### src/rtl/uart_pkg.sv
// Shared UART definitions: FSM state encoding, frame geometry and line levels.
package uart_pkg;

  localparam int unsigned UART_DATA_WIDTH = 8;

  typedef enum logic [1:0] {
    ST_IDLE  = 2'd0,
    ST_START = 2'd1,
    ST_DATA  = 2'd2,
    ST_STOP  = 2'd3
  } uart_state_t;

  // Start bit + payload + one stop bit.
  localparam int unsigned FRAME_BITS    = UART_DATA_WIDTH + 2;
  localparam logic        TX_IDLE_LEVEL = 1'b1;

  function automatic int unsigned frame_bits(input int unsigned data_width);
    return data_width + 2;
  endfunction

endpackage

### src/rtl/uart_baud_tick.sv
// Bit-period counter: flags the last clock of each bit. Shared with the future RX stage.
module uart_baud_tick #(
  parameter int unsigned DIV_WIDTH = 16
) (
  input  logic                 clk,
  input  logic                 resetn,
  input  logic                 restart,
  input  logic [DIV_WIDTH-1:0] div_q,
  output logic                 bit_end
);

  logic [DIV_WIDTH-1:0] baud_cnt;

  assign bit_end = (baud_cnt == div_q - DIV_WIDTH'(1));

  always_ff @(posedge clk or negedge resetn) begin
    if (!resetn) begin
      baud_cnt <= '0;
    end else if (restart || bit_end) begin
      baud_cnt <= '0;
    end else begin
      baud_cnt <= baud_cnt + DIV_WIDTH'(1);
    end
  end

endmodule

### src/rtl/uart_tx_fifo_drain.sv
// 8N1 UART transmitter draining the TX FIFO read port; back-to-back frames have no idle gap.
module uart_tx_fifo_drain
  import uart_pkg::*;
#(
  parameter int unsigned DATA_WIDTH = 8,
  parameter int unsigned DIV_WIDTH  = 16
) (
  input  logic                  clk,
  input  logic                  resetn,
  input  logic [DIV_WIDTH-1:0]  div,
  input  logic                  enable,
  input  logic [DATA_WIDTH-1:0] fifo_dout,
  input  logic                  fifo_empty,
  output logic                  fifo_pop,
  output logic                  tx,
  output logic                  busy
);

  localparam int unsigned BIT_W = $clog2(DATA_WIDTH) + 1;

  uart_state_t           state;
  logic [DATA_WIDTH-1:0] shift_q;
  logic [BIT_W-1:0]      bit_cnt;
  logic [DIV_WIDTH-1:0]  div_q;
  logic [DIV_WIDTH-1:0]  div_eff;
  logic                  bit_end;
  logic                  load;
  logic                  restart;

  assign div_eff = (div == '0) ? DIV_WIDTH'(1) : div;

  // A new frame may start from idle or on the final clock of a stop bit.
  assign load = resetn && enable && !fifo_empty &&
                ((state == ST_IDLE) || ((state == ST_STOP) && bit_end));
  assign fifo_pop = load;

  // Counter is held at zero while idle so the first bit of a frame is full length.
  assign restart = load || (state == ST_IDLE);

  uart_baud_tick #(
    .DIV_WIDTH(DIV_WIDTH)
  ) u_baud_tick (
    .clk    (clk),
    .resetn (resetn),
    .restart(restart),
    .div_q  (div_q),
    .bit_end(bit_end)
  );

  always_ff @(posedge clk or negedge resetn) begin
    if (!resetn) begin
      state   <= ST_IDLE;
      tx      <= TX_IDLE_LEVEL;
      busy    <= 1'b0;
      shift_q <= '0;
      bit_cnt <= '0;
      div_q   <= DIV_WIDTH'(1);
    end else if (load) begin
      state   <= ST_START;
      tx      <= ~TX_IDLE_LEVEL;
      busy    <= 1'b1;
      shift_q <= fifo_dout;
      bit_cnt <= '0;
      div_q   <= div_eff;
    end else if (bit_end) begin
      case (state)
        ST_START: begin
          state <= ST_DATA;
          tx    <= shift_q[0];
        end
        ST_DATA: begin
          shift_q <= shift_q >> 1;
          bit_cnt <= bit_cnt + BIT_W'(1);
          if (bit_cnt == BIT_W'(DATA_WIDTH - 1)) begin
            state <= ST_STOP;
            tx    <= TX_IDLE_LEVEL;
          end else begin
            tx <= shift_q[1];
          end
        end
        ST_STOP: begin
          state <= ST_IDLE;
          tx    <= TX_IDLE_LEVEL;
          busy  <= 1'b0;
        end
        default: ;
      endcase
    end
  end

endmodule

### config.mk
export PLATFORM = sky130hd
export DESIGN_NAME = uart_tx_fifo_drain
export DESIGN_NICKNAME = d
export VERILOG_FILES = /design/src/rtl/uart_pkg.sv /design/src/rtl/uart_baud_tick.sv /design/src/rtl/uart_tx_fifo_drain.sv
export SDC_FILE = /design/constraint.sdc
export NUM_CORES = 1
export LEC_CHECK = 0
export ABC_AREA = 0
export ABC_CLOCK_PERIOD_IN_PS = 10100
export BUFFER_PORTS_ARGS = -buffer_cell sky130_fd_sc_hd__buf_2
export CORE_ASPECT_RATIO = 0.75
export CORE_UTILIZATION = 30
export DETAILED_ROUTE_END_ITERATION = 10
export PLACE_DENSITY = 0.44
export SYNTH_ARGS = -nofsm -noshare
export SYNTH_HDL_FRONTEND = slang
export SYNTH_SLANG_ARGS = --single-unit
### constraint.sdc
create_clock -name clk -period 10.1 [get_ports clk]
set_input_delay 0.505 -clock clk [delete_from_list [all_inputs] [get_ports clk]]
set_output_delay 0.505 -clock clk [all_outputs]
set_load 0.1 [all_outputs]
After elaboration in Yosys (flattened, before gate mapping)
Index checks and enable logic that the tools add are counted.
- add/subtract/negate cells: 3
- $mul: 0
- div/mod/pow operators: 0
- magnitude comparators: 0
- eq/ne operators: 6
- shift operators: 0
- multiplexer cells: 19
- bitwise gates (word level): 0
- reduce and logical (&&, ||, !) cells: 18
- operators by type and width (cell ; number):
    $mux W16 ; 2
    $mux W8 ; 3
    $add A16 B1 Y16 const B ; 1
    $eq A16 B16 Y1 ; 1
    $logic_not A16 Y1 ; 1
    $sub A16 B1 Y16 const B ; 1
    $mux W4 ; 3
    $mux W1 ; 6
    $mux W2 ; 3
    $pmux W2 S3 ; 1
    $reduce_and A2 Y1 ; 3
    $reduce_bool A2 Y1 ; 3
    $add A4 B1 Y4 const B ; 1
    $eq A2 B2 Y1 const B ; 2
    $eq A4 B3 Y1 const B ; 1
    $logic_and A1 B1 Y1 ; 4
    $reduce_bool A4 Y1 ; 1
    $logic_or A1 B1 Y1 ; 3
    $ne A3 B3 Y1 const B ; 1
    $pmux W1 S3 ; 1
    $reduce_and A3 Y1 ; 1
    $eq A2 B1 Y1 const B ; 1
    $logic_not A2 Y1 ; 1
    $logic_not A1 Y1 ; 1
- flip-flop bits (word level): 48
- latch bits: 0
- RAM bits: 0
- bits in read-only memories: 0
- logic and storage cells: 53
- memories: 0

Depth between registers and ports, before layout
Gate-level depths: netlist of the first run.
- word-level depth: 8
- mapped depth: 13
- mapped depth without buffers: 10

Modules after synthesis
From an unflattened synthesis of the first run, not the netlist that was laid out.
- cells, all modules: 275
- area, all modules: 2945.3 µm²
- modules (own cells, without submodules) (module ; times used ; cells an instance ; area an instance (µm²)):
    uart_tx_fifo_drain ; 1 ; 129 ; 1587.8
    uart_baud_tick ; 1 ; 146 ; 1357.6

Worst setup path after synthesis of the first run
OpenSTA, ideal clock, no wires.
- kind: reg-to-output
- from: register div_q[0]
- to: output port fifo_pop
- arrival time: 2.907 ns
- slack: 6.688 ns
- cell stages (with the launch flop): 13
- path buffers: 3
- cell sequence: dfstp_2 -> inv_1 -> ha_1 -> clkbuf_1 -> or4b_1 -> nor3_2 -> mux2i_1 -> o31ai_2 -> a2111oi_4 -> and3_1 -> o21a_1 -> buf_6 -> buf_4
- longest elaborated chain between the ends: 5
- ends and longest elaborated chain (item ; line ; source):
    from (decl) ; uart_tx_fifo_drain.sv:24 ; logic [DIV_WIDTH-1:0] div_q;
    from (signal assigned) ; uart_tx_fifo_drain.sv:64 ; div_q <= div_eff;
    $sub A16 B1 Y16 ; uart_baud_tick.sv:14 ; assign bit_end = (baud_cnt == div_q - DIV_WIDTH'(1));
    $eq A16 B16 Y1 ; uart_baud_tick.sv:14 ;
    $logic_and A1 B1 Y1 ; uart_tx_fifo_drain.sv:34 ; ((state == ST_IDLE) || ((state == ST_STOP) && bit_end));
    $logic_or A1 B1 Y1 ; uart_tx_fifo_drain.sv:34 ;
    $logic_and A1 B1 Y1 ; uart_tx_fifo_drain.sv:33 ; assign load = resetn && enable && !fifo_empty &&
    to (decl) ; uart_tx_fifo_drain.sv:14 ; output logic fifo_pop,
No other way between the ends.

Worst setup path after layout of the first run
Ends and elaborated chain as after synthesis.

==> flow_summary.json, run 1 <==
{
  "crit_path_max_incr_delay_ps": 810,
  "grt_max_degree": 50,
  "stdcell_count": 422,
  "core-area_sq_um": 9271,
  "ios": 31,
  "layout_common_cells": "46 x dfrtp_1, 30 x buf_2, 27 x nor2_1",
  "dp_hpwl_um": 4777,
  "finalClockSkew_ps": 6.126,
  "hold_violations": 0,
  "wl_per_cell_um": 15.24,
  "regArea_sq_um": 1204,
  "post-route-period-util": 0.4727,
  "ys_ff_latch": 48,
  "drc": 0,
  "totalPowerFinal_uw": 863.6,
  "die_w_um": 116.1,
  "die_y_um": 87.57,
  "clkSlewWorstSetupHoldPaths_ps": 70,
  "multi_input_area_sq_um": 1582,
  "final_antenna_net_count": 0,
  "mostFrequentLayoutCell": "dfrtp_1",
  "clock-sinks": 48,
  "vias_per_cell": 4.763,
  "drive_gt1_frac": 0.2415,
  "track_usage": 0.1433,
  "cp-start-kind": "flip-flop",
  "clock-root-buffer": "clkbuf_16",
  "slew_violations": 0,
  "hold_path_class": "input pin to asynchronous set/reset pin",
  "insertion_delay_ps": 290,
  "tns_ps": 0,
  "post-cts-setup-buffers": 0,
  "synthArstFlopShare": 1.000,
  "worstPathArrival_ps": 4270,
  "synth-adder-area-share": 0.02563,
  "place.gp.congestion": 0.8406,
  "die_area_sq_um": 10170,
  "yosys_warnings": 0,
  "syn_to_final_growth_pct": 12.56,
  "p_int_uw": 534.0,
  "max_freq_ghz": 0.2095,
  "holdWs_ps": 318.6,
  "grt_setup_unrepaired": "false",
  "synth_cell_types": 50,
  "p_per_area_nw_per_um2": 261.9,
  "muxShareOfSynthArea": 0.1640,
  "synth_edf_count": 0,
  "synth-seq-area-share": 0.4109,
  "drt-total-wl_um": 6430,
  "max_slew.worst_pin.slew_ps": 1010,
  "crit_type": "flip-flop to output pin",
  "cts_tree": "done",
  "overflow": 0,
  "r2r_start": "div_q[0]",
  "cp_slowest_cell": "o21a_2",
  "insertedDiodeCount": 0,
  "clockBufferDepth": 2,
  "path_max_fanout": 33,
  "pwr-share-comb": 0.384,
  "htreeDepth": 2,
  "drt_first_pass_iters": 4,
  "status": "complete, no violations",
  "syn_area_sq_um": 2929,
  "postSynthCellCount": 270,
  "p_leak_nw": 1.417,
  "dp_cells": 414,
  "cts_buffers": 5,
  "ir_drop_uv": 85.03,
  "switching_share": 0.3817,
  "path_cells": "inv_1 -> ha_1 -> or4b_1 -> nor3_2 -> mux2i_1 -> o31ai_2 -> a2111oi_4 -> and3_1 -> o21a_2 -> buf_2",
  "crit_path_start": "div_q[0]",
  "period_needed_ps": 4774,
  "synth-simple-area-share": 0.1662,
  "maxCapViolCount": 0,
  "final_nets": 327,
  "cts_hold_buf": 0,
  "synth_ff_type": "dfrtp_1",
  "pwr-share-seq": 0.412,
  "grt_pass1_wl_um": 10990,
  "setup_viol": 0,
  "switchingPower_uw": 329.6,
  "setup.worst_path.end_class": "output pin",
  "fp-row-count": 30,
  "synth_top_family_by_area": "simple AND/OR/NAND/NOR gates",
  "yosys.area_share.xor_xnor": 0.09868,
  "synth_compound_area_frac": 0.08501,
  "worst_ep_required_time_ps": 9600,
  "power_frac_clock": 0.204,
  "max-slew-margin-rel": 0.3269,
  "n_fill_cell": 965,
  "avgSynthCellArea_sq_um": 10.85,
  "antenna_found_initial": 0,
  "vias": 2010,
  "synth_fp_nets": 304,
  "initial_core_util": 0.3159,
  "cts_resized": 0,
  "first_global_vias": 2078,
  "drt-initial-drc-count": 63,
  "numPortBuffers": 30
}
## worst paths after layout
check / end / slack, ps / cells past startpoint
min in group clk: div_q[1] / 440 / 2
max in group asynchronous: div_q[8] / 9350 / 2
worst max register to register: div_q[2] / 6190 / 10
worst max-delay path: fifo_pop / 5330 / 10
worst min register to register: shift_q[7] / 520 / 2
worst min-delay path: u_baud_tick.baud_cnt[1] / 320 / 2
## cells in the mapped netlist, types with 3 or more instances
| master | count | area (sq um) |
|---|---|---|
| o21ai_0 | 4 | 20.02 |
| xnor2_1 | 21 | 183.9 |
| inv_1 | 10 | 37.54 |
| nor4_1 | 7 | 43.79 |
| ha_1 | 6 | 75.07 |
| mux2_2 | 3 | 33.78 |
| nand3_1 | 14 | 70.07 |
| nand2_1 | 14 | 52.55 |
| and3_1 | 6 | 37.54 |
| mux2i_1 | 6 | 60.06 |
| nand3b_1 | 3 | 22.52 |
| dfrtp_1 | 46 | 1151 |
| nor2_1 | 27 | 101.4 |
| clkbuf_1 | 6 | 22.52 |
| nor3_1 | 8 | 40.04 |
| buf_6 | 6 | 67.56 |
| mux2_4 | 19 | 285.3 |
| mux2_1 | 9 | 101.4 |
| xor2_1 | 12 | 105.1 |
## area by class of cell
cell class | instances | share of cell area
Tap cell | 128 | 0.04858
Timing Repair Buffer | 31 | 0.04782
Inverter | 10 | 0.01139
Sequential cell | 48 | 0.3651
Multi-Input combinational cell | 197 | 0.4797
Clock buffer | 8 | 0.04744
## worst max-delay path, delay by kind of cell, from the launching register on
kind / cells / cell delay (ps)
fa+ha+maj: 1 / 320
mux: 1 / 250
flops: 1 / 390
buf+inv: 2 / 650
compound gates: 3 / 1390
simple gates: 3 / 970
## state kept, by name, indices dropped and copies added (netlist names)
signal                count
tx                        1
state                     2
u_baud_tick.baud_cnt     16
div_q                    16
shift_q                   8
bit_cnt                   4
busy                      1
## power by group through the flow
stage,logic (mW),clock network (mW),registers [mW]
2_1_floorplan,0.280,0,0.342
3_3_place_gp,0.333,0,0.357
3_5_place_dp,0.334,0,0.358
4_1_cts,0.336,0.184,0.355
5_1_grt,0.369,0.190,0.370
6_report,0.332,0.176,0.355
## cells by family after synthesis
| logic type | Yosys count |
|---|---|
| AO/OA/AOI/OAI | 27 |
| XOR/XNOR | 33 |
| adder cells (fa/ha/maj) | 6 |
| buffers and inverters | 25 |
| flip-flops | 48 |
| multiplexers | 37 |
| AND/OR/NAND/NOR | 94 |
## per-stage QoR
| stage | utilization | cell area (sq um) | worst slack [ps] |
|---|---|---|---|
| 2_1_floorplan | - | 2929 | 6688 |
| 3_3_place_gp | 0.3387 | 3141 | 5761 |
| 3_5_place_dp | 0.3387 | 3141 | 5648 |
| 4_1_cts | 0.3556 | 3297 | 5310 |
| 5_1_grt | 0.3556 | 3297 | 5050 |
| 6_report | 0.3556 | 3297 | 5326 |
## metal layers
metal  global-route usage  wire length [um]  share of wire
met3              0.03599               230          0.036
met4              0.04079                73          0.011
met5                    0                 0              0
met2               0.1981              2526           0.39
met1               0.2171              3600           0.56
No activity file was read; power rests on OpenSTA's default activity.
==> run 2, diff against run 1 <==
ABC_AREA = 1   (was 0)
ABC_CLOCK_PERIOD_IN_PS = 4800   (was 10100)
clock period = 4.8 ns   (was 10.1 ns; I/O delays follow)
==> run 2 against run 1 <==
Power fell by 7.5%. Cell count grew 41%. Critical endpoint unchanged. Routed wire length is 22% higher. Sequential cell count unchanged.
==> flow_summary.json, run 2 <==
{
  "maxCapViolCount": 0,
  "clockBufferDepth": 2,
  "worstPathArrival_ps": 3160,
  "synth.most_common_cell": "nand2_1",
  "clock-root-buffer": "clkbuf_16",
  "top_regs": "div_q: 16 flops, u_baud_tick.baud_cnt: 16 flops, shift_q: 8 flops",
  "cts_hold_buf": 0,
  "finalClockSkew_ps": 4.459,
  "synthArstFlopShare": 1.000,
  "insertedDiodeCount": 0,
  "mostFrequentLayoutCell": "nand2_1",
  "post-cts-setup-buffers": 0,
  "cp_slowest_cell": "dfstp_2",
  "worst_ep_required_time_ps": 4560,
  "crit_type": "flip-flop to output pin",
  "status": "complete, no violations",
  "yosys_warnings": 0,
  "p_per_area_nw_per_um2": 231.9,
  "max_freq_ghz": 0.2942,
  "layout_common_cells": "158 x nand2_1, 46 x dfrtp_1, 45 x nor2_1",
  "overflow": 0,
  "first_global_vias": 2453,
  "clock-sinks": 48,
  "ios": 31,
  "place_ws_ps": 1737,
  "crit_top_cell": "nand2_1",
  "vias": 2678,
  "die_w_um": 117.9,
  "ys_ff_latch": 48,
  "synth_cell_types": 34,
  "syn_to_final_growth_pct": 13.95,
  "p_leak_nw": 1.784,
  "grtUsageMet3": 0.03061,
  "grt_max_degree": 50,
  "setup_viol": 0,
  "crit_path_max_incr_delay_ps": 550,
  "path_max_fanout": 30,
  "n_fill_cell": 1061,
  "drt-total-wl_um": 7856,
  "vias_per_cell": 4.516,
  "syn_area_sq_um": 3023,
  "synth_edf_count": 0,
  "antenna_found_initial": 0,
  "final_nets": 494,
  "synth_top_area_cell": "dfrtp_1",
  "grt_pass1_wl_um": 12940,
  "cts_tree": "done",
  "wl_per_cell_um": 13.25,
  "insertion_delay_ps": 290,
  "max_slew.worst_pin.slew_ps": 715.9,
  "htreeDepth": 2,
  "synth_fp_nets": 464,
  "use_met2": 0.2123,
  "die_y_um": 88.93,
  "finalWorstSetupSlack_ps": 1401,
  "cp-start-kind": "flip-flop",
  "tns_ps": 0,
  "cts_buffers": 5,
  "track_usage": 0.1584,
  "dp_hpwl_um": 5971,
  "multi_input_area_sq_um": 1599,
  "post-route-period-util": 0.7080,
  "avgSynthCellArea_sq_um": 7.030,
  "drt-initial-drc-count": 171,
  "path_cells": "inv_1 -> ha_1 -> nand2_1 -> nor2_1 -> nand2_1 -> nand2_1 -> nand2_1 -> nand3_1 -> nor3_1 -> nand3_1 -> nand2_2 -> nand2_2 -> inv_2 -> buf_2",
  "period_needed_ps": 3399,
  "slew_violations": 0,
  "clkSlewWorstSetupHoldPaths_ps": 70,
  "cts_resized": 0,
  "drc": 0,
  "hold_violations": 0,
  "postSynthCellCount": 430,
  "synth.top_cell.area_share": 0.3808,
  "max-slew-margin-rel": 0.5183,
  "synth_ff_type": "dfrtp_1",
  "met1_usage": 0.2564,
  "busiest_layer": "met1",
  "regArea_sq_um": 1204,
  "core-area_sq_um": 9736,
  "final_antenna_net_count": 0,
  "drive_gt1_frac": 0.1280,
  "numPortBuffers": 30,
  "synth_common_cells": "158 x nand2_1, 46 x dfrtp_1, 45 x nor2_1",
  "grt_setup_unrepaired": "false",
  "drt_first_pass_iters": 6,
  "synth_area_leaders": "dfrtp_1 38%, nand2_1 20%, nor2_1 5.6%",
  "initial_core_util": 0.3105,
  "fp-row-count": 31,
  "place.gp.congestion": 0.8595,
  "ir_drop_uv": 112.8,
  "setup.worst_path.end_class": "output pin",
  "synth-seq-area-share": 0.3982,
  "hold_path_class": "input pin to asynchronous set/reset pin",
  "die_area_sq_um": 10490
}
==> run 2: cells by family after synthesis <==
family,synth area share
simple gates,0.3990
buf+inv,0.07284
flops,0.3982
compound gates,0.06167
xor+xnor,0.04346
fa+ha+maj,0.02483
==> run 2: routing by layer <==
layer | up-vias | part of all wire
met5 | - | 0
li1 | 1424 | -
met4 | 0 | 0.0061
met2 | 49 | 0.37
met3 | 8 | 0.041
met1 | 1197 | 0.58
==> run 2: cell type report <==
type,count,share of cell area
clock buffer,6,0.04032
clock inverter,2,0.004359
inverter,42,0.04577
multi-input combinational,331,0.4642
sequential,48,0.3494
tap,132,0.04795
timing repair buffer,32,0.04795
==> run 2: critical path, delay by kind of cell (launching register included) <==
family | cells | cell delay [ps]
fa+ha+maj | 1 | 250
buf+inv | 3 | 990
flops | 1 | 550
simple gates | 10 | 1080
==> run 2: path summary, 6_finish.rpt <==
kind / to / from / cells after the start / slack (ps)
worst max register to register: bit_cnt[2] / div_q[0] / 18 / 1780
min in group clk: shift_q[7] / fifo_dout[7] / 3 / 150
max in group asynchronous: div_q[15] / resetn / 2 / 4290
worst min register to register: tx / tx / 2 / 470
worst min-delay path: state[0] / resetn / 2 / 50
worst max-delay path: fifo_pop / div_q[0] / 14 / 1400
==> run 2: where the power goes <==
group	total [mW]	switching (mW)	internal, mW
Clock	0.371	0.163	0.208
Combinational	0.0239	0.0149	0.00897
Sequential	0.404	0	0.404
Total	0.799	0.178	0.621
==> run 2: per-stage QoR <==
stage	hold WS (ps)	area [sq um]	power [mW]	std cells	utilization
after CTS	94.43	3445	0.8131	593	0.3538
after detailed placement	409.8	3291	0.4369	585	0.3380
final	54.16	3445	0.7988	593	0.3538
after global routing	130.7	3445	0.8292	593	0.3538
after global placement	403.9	3291	0.4367	585	0.3380
after floorplan	-55.59	3023	0.4135	430	-
==> run 3, diff against run 2 <==
ABC_CLOCK_PERIOD_IN_PS = 3500   (was 4800)
clock period = 3.5 ns   (was 4.8 ns; I/O delays follow)
==> run 3 against run 2 <==
Routed wire length fell by 1.5%. Utilization up 0.36 points. Clock-buffer cell count unchanged. Critical endpoint unchanged. Largest cell class unchanged. Hold slack lost 25 ps.
==> flow_summary.json, run 3 (synthesized netlist as in run 2, its figures left out) <==
{
  "layout_common_cells": "158 x nand2_1, 46 x dfrtp_1, 45 x nor2_1",
  "slew_violations": 0,
  "clockBufferDepth": 2,
  "numPortBuffers": 30,
  "mostFrequentLayoutCell": "nand2_1",
  "drive_gt1_frac": 0.1277,
  "pwr-share-comb": 0.029,
  "htreeDepth": 2,
  "max_freq_ghz": 0.3249,
  "final_antenna_net_count": 0,
  "grt_max_degree": 49,
  "antenna_found_initial": 0,
  "wl_met2_um": 2901,
  "dp_hpwl_um": 5884,
  "n_fill_cell": 1056,
  "totalPowerFinal_mw": 1.136,
  "finalClockSkew_ps": 5.358,
  "cp-start-kind": "flip-flop",
  "multi_input_area_sq_um": 1599,
  "p_int_uw": 903.5,
  "p_leak_nw": 1.803,
  "overflow": 0,
  "syn_to_final_growth_pct": 15.11,
  "cts_hold_buf": 0,
  "switching_share": 0.2049,
  "clkSlewWorstSetupHoldPaths_ps": 70,
  "top_regs": "div_q: 16 flops, u_baud_tick.baud_cnt: 16 flops, shift_q: 8 flops",
  "place.gp.congestion": 0.8880,
  "die_y_um": 88.93,
  "final_nets": 495,
  "period_needed_ps": 3078,
  "drt-total-wl_um": 7741,
  "cts_buffers": 5,
  "regArea_sq_um": 1204,
  "track_usage": 0.1620,
  "worst_ep_required_time_ps": 3320,
  "post-route-period-util": 0.8794,
  "insertion_delay_ps": 290,
  "ios": 31,
  "highest_layer": "met4",
  "setup_viol": 0,
  "max_slew.worst_pin.slew_ps": 832.2,
  "reg2regPathDepth": 17,
  "clock-root-buffer": "clkbuf_16",
  "core-area_sq_um": 9736,
  "switchingPower_uw": 232.8,
  "power_frac_clock": 0.483,
  "grt_setup_unrepaired": "false",
  "pwr-share-seq": 0.488,
  "wl_per_cell_um": 13.03,
  "drt-initial-drc-count": 166,
  "path_max_fanout": 30,
  "r2r-end": "shift_q[0]",
  "met3WireLength_um": 363,
  "die_w_um": 117.9,
  "insertedDiodeCount": 0,
  "grt_pass1_wl_um": 13270,
  "hold_violations": 0,
  "ir_drop_uv": 151.0,
  "setup.worst_path.end_class": "output pin",
  "fp-row-count": 31,
  "first_global_vias": 2538,
  "max-slew-margin-rel": 0.4401,
  "status": "complete, no violations",
  "hold_path_class": "input pin to asynchronous set/reset pin",
  "cts_tree": "done",
  "r2r_start": "div_q[0]",
  "vias": 2706,
  "die_area_sq_um": 10490,
  "worstPathArrival_ps": 2900,
  "maxCapViolCount": 0,
  "crit_type": "flip-flop to output pin",
  "drt_first_pass_iters": 5,
  "p_per_area_nw_per_um2": 326.5,
  "drc": 0,
  "initial_core_util": 0.3105,
  "met1_length_um": 4390,
  "vias_per_cell": 4.556,
  "tns_ps": 0,
  "clock-sinks": 48,
  "r2r_slack_ps": 790
}
run 3: changes by cell type in the layout (fill, tap and decap cells not counted), sizes merged:
cell / previous run / this run
clkinv: 0 / 1
clkinvlp: 2 / 0
buf: 32 / 33
bufinv: 0 / 1
run 3: worst max-delay path by stage:
stage	from	end	slack, ps
after global routing	div_q[0]	fifo_pop	140
after detailed placement	div_q[0]	fifo_pop	610
after global placement	div_q[0]	fifo_pop	670
after CTS	div_q[0]	fifo_pop	280
final	div_q[0]	fifo_pop	420
after floorplan	div_q[0]	shift_q[7]	990
run 3: final cells by class:
cell class / instances / area share
Timing Repair Buffer: 33 / 0.05394
Tap cell: 132 / 0.04746
Multi-Input combinational cell: 331 / 0.4595
Clock buffer: 6 / 0.03704
Clock inverter: 2 / 0.01007
Inverter: 42 / 0.04603
Sequential cell: 48 / 0.3459
run 3: critical path, cell delays in order, from the launching register on:
cell and delay (ps):
dfstp_2 550, inv_1 90, ha_1 240, nand2_1 140
nor2_1 90, nand2_1 110, nand2_1 70, nand3_1 90
nand2_1 60, nor2_1 100, nand2_1 60, nor2_1 110
nand3_1 120, nand2_2 100, nand2_2 150, inv_4 300
buf_12 220
run 3: power groups by stage:
stage | sequential (mW) | clock (mW) | combinational [mW]
after global placement | 0.565 | 0 | 0.0345
after floorplan | 0.565 | 0 | 0.00180
final | 0.555 | 0.549 | 0.0331
after detailed placement | 0.565 | 0 | 0.0345
after CTS | 0.554 | 0.574 | 0.0346
after global routing | 0.554 | 0.592 | 0.0381
run 3: per-stage QoR:
| stage | std cells | instance area (sq um) | setup slack (ps) | hold slack [ps] | utilization |
|---|---|---|---|---|---|
| after CTS | 594 | 3477 | 278.2 | 58.63 | 0.3572 |
| after global routing | 594 | 3480 | 139.6 | 79.38 | 0.3574 |
| after floorplan | 430 | 3023 | 990.4 | -120.6 | - |
| final | 594 | 3480 | 422.0 | 29.23 | 0.3574 |
| after global placement | 586 | 3313 | 670.6 | 379.8 | 0.3403 |
| after detailed placement | 586 | 3313 | 614.2 | 378.5 | 0.3403 |
run 3: per-layer routing:
layer	track usage	vias up
met2	0.2182	55
met4	0.04662	0
met3	0.03827	8
met1	0.2507	1218
met5	0	-
li1	-	1425
run 3: repair_timing:
action,in CTS,in global routing
gates resized for setup,0,2
setup buffers,0,0
endpoints found under the setup margin,0,1
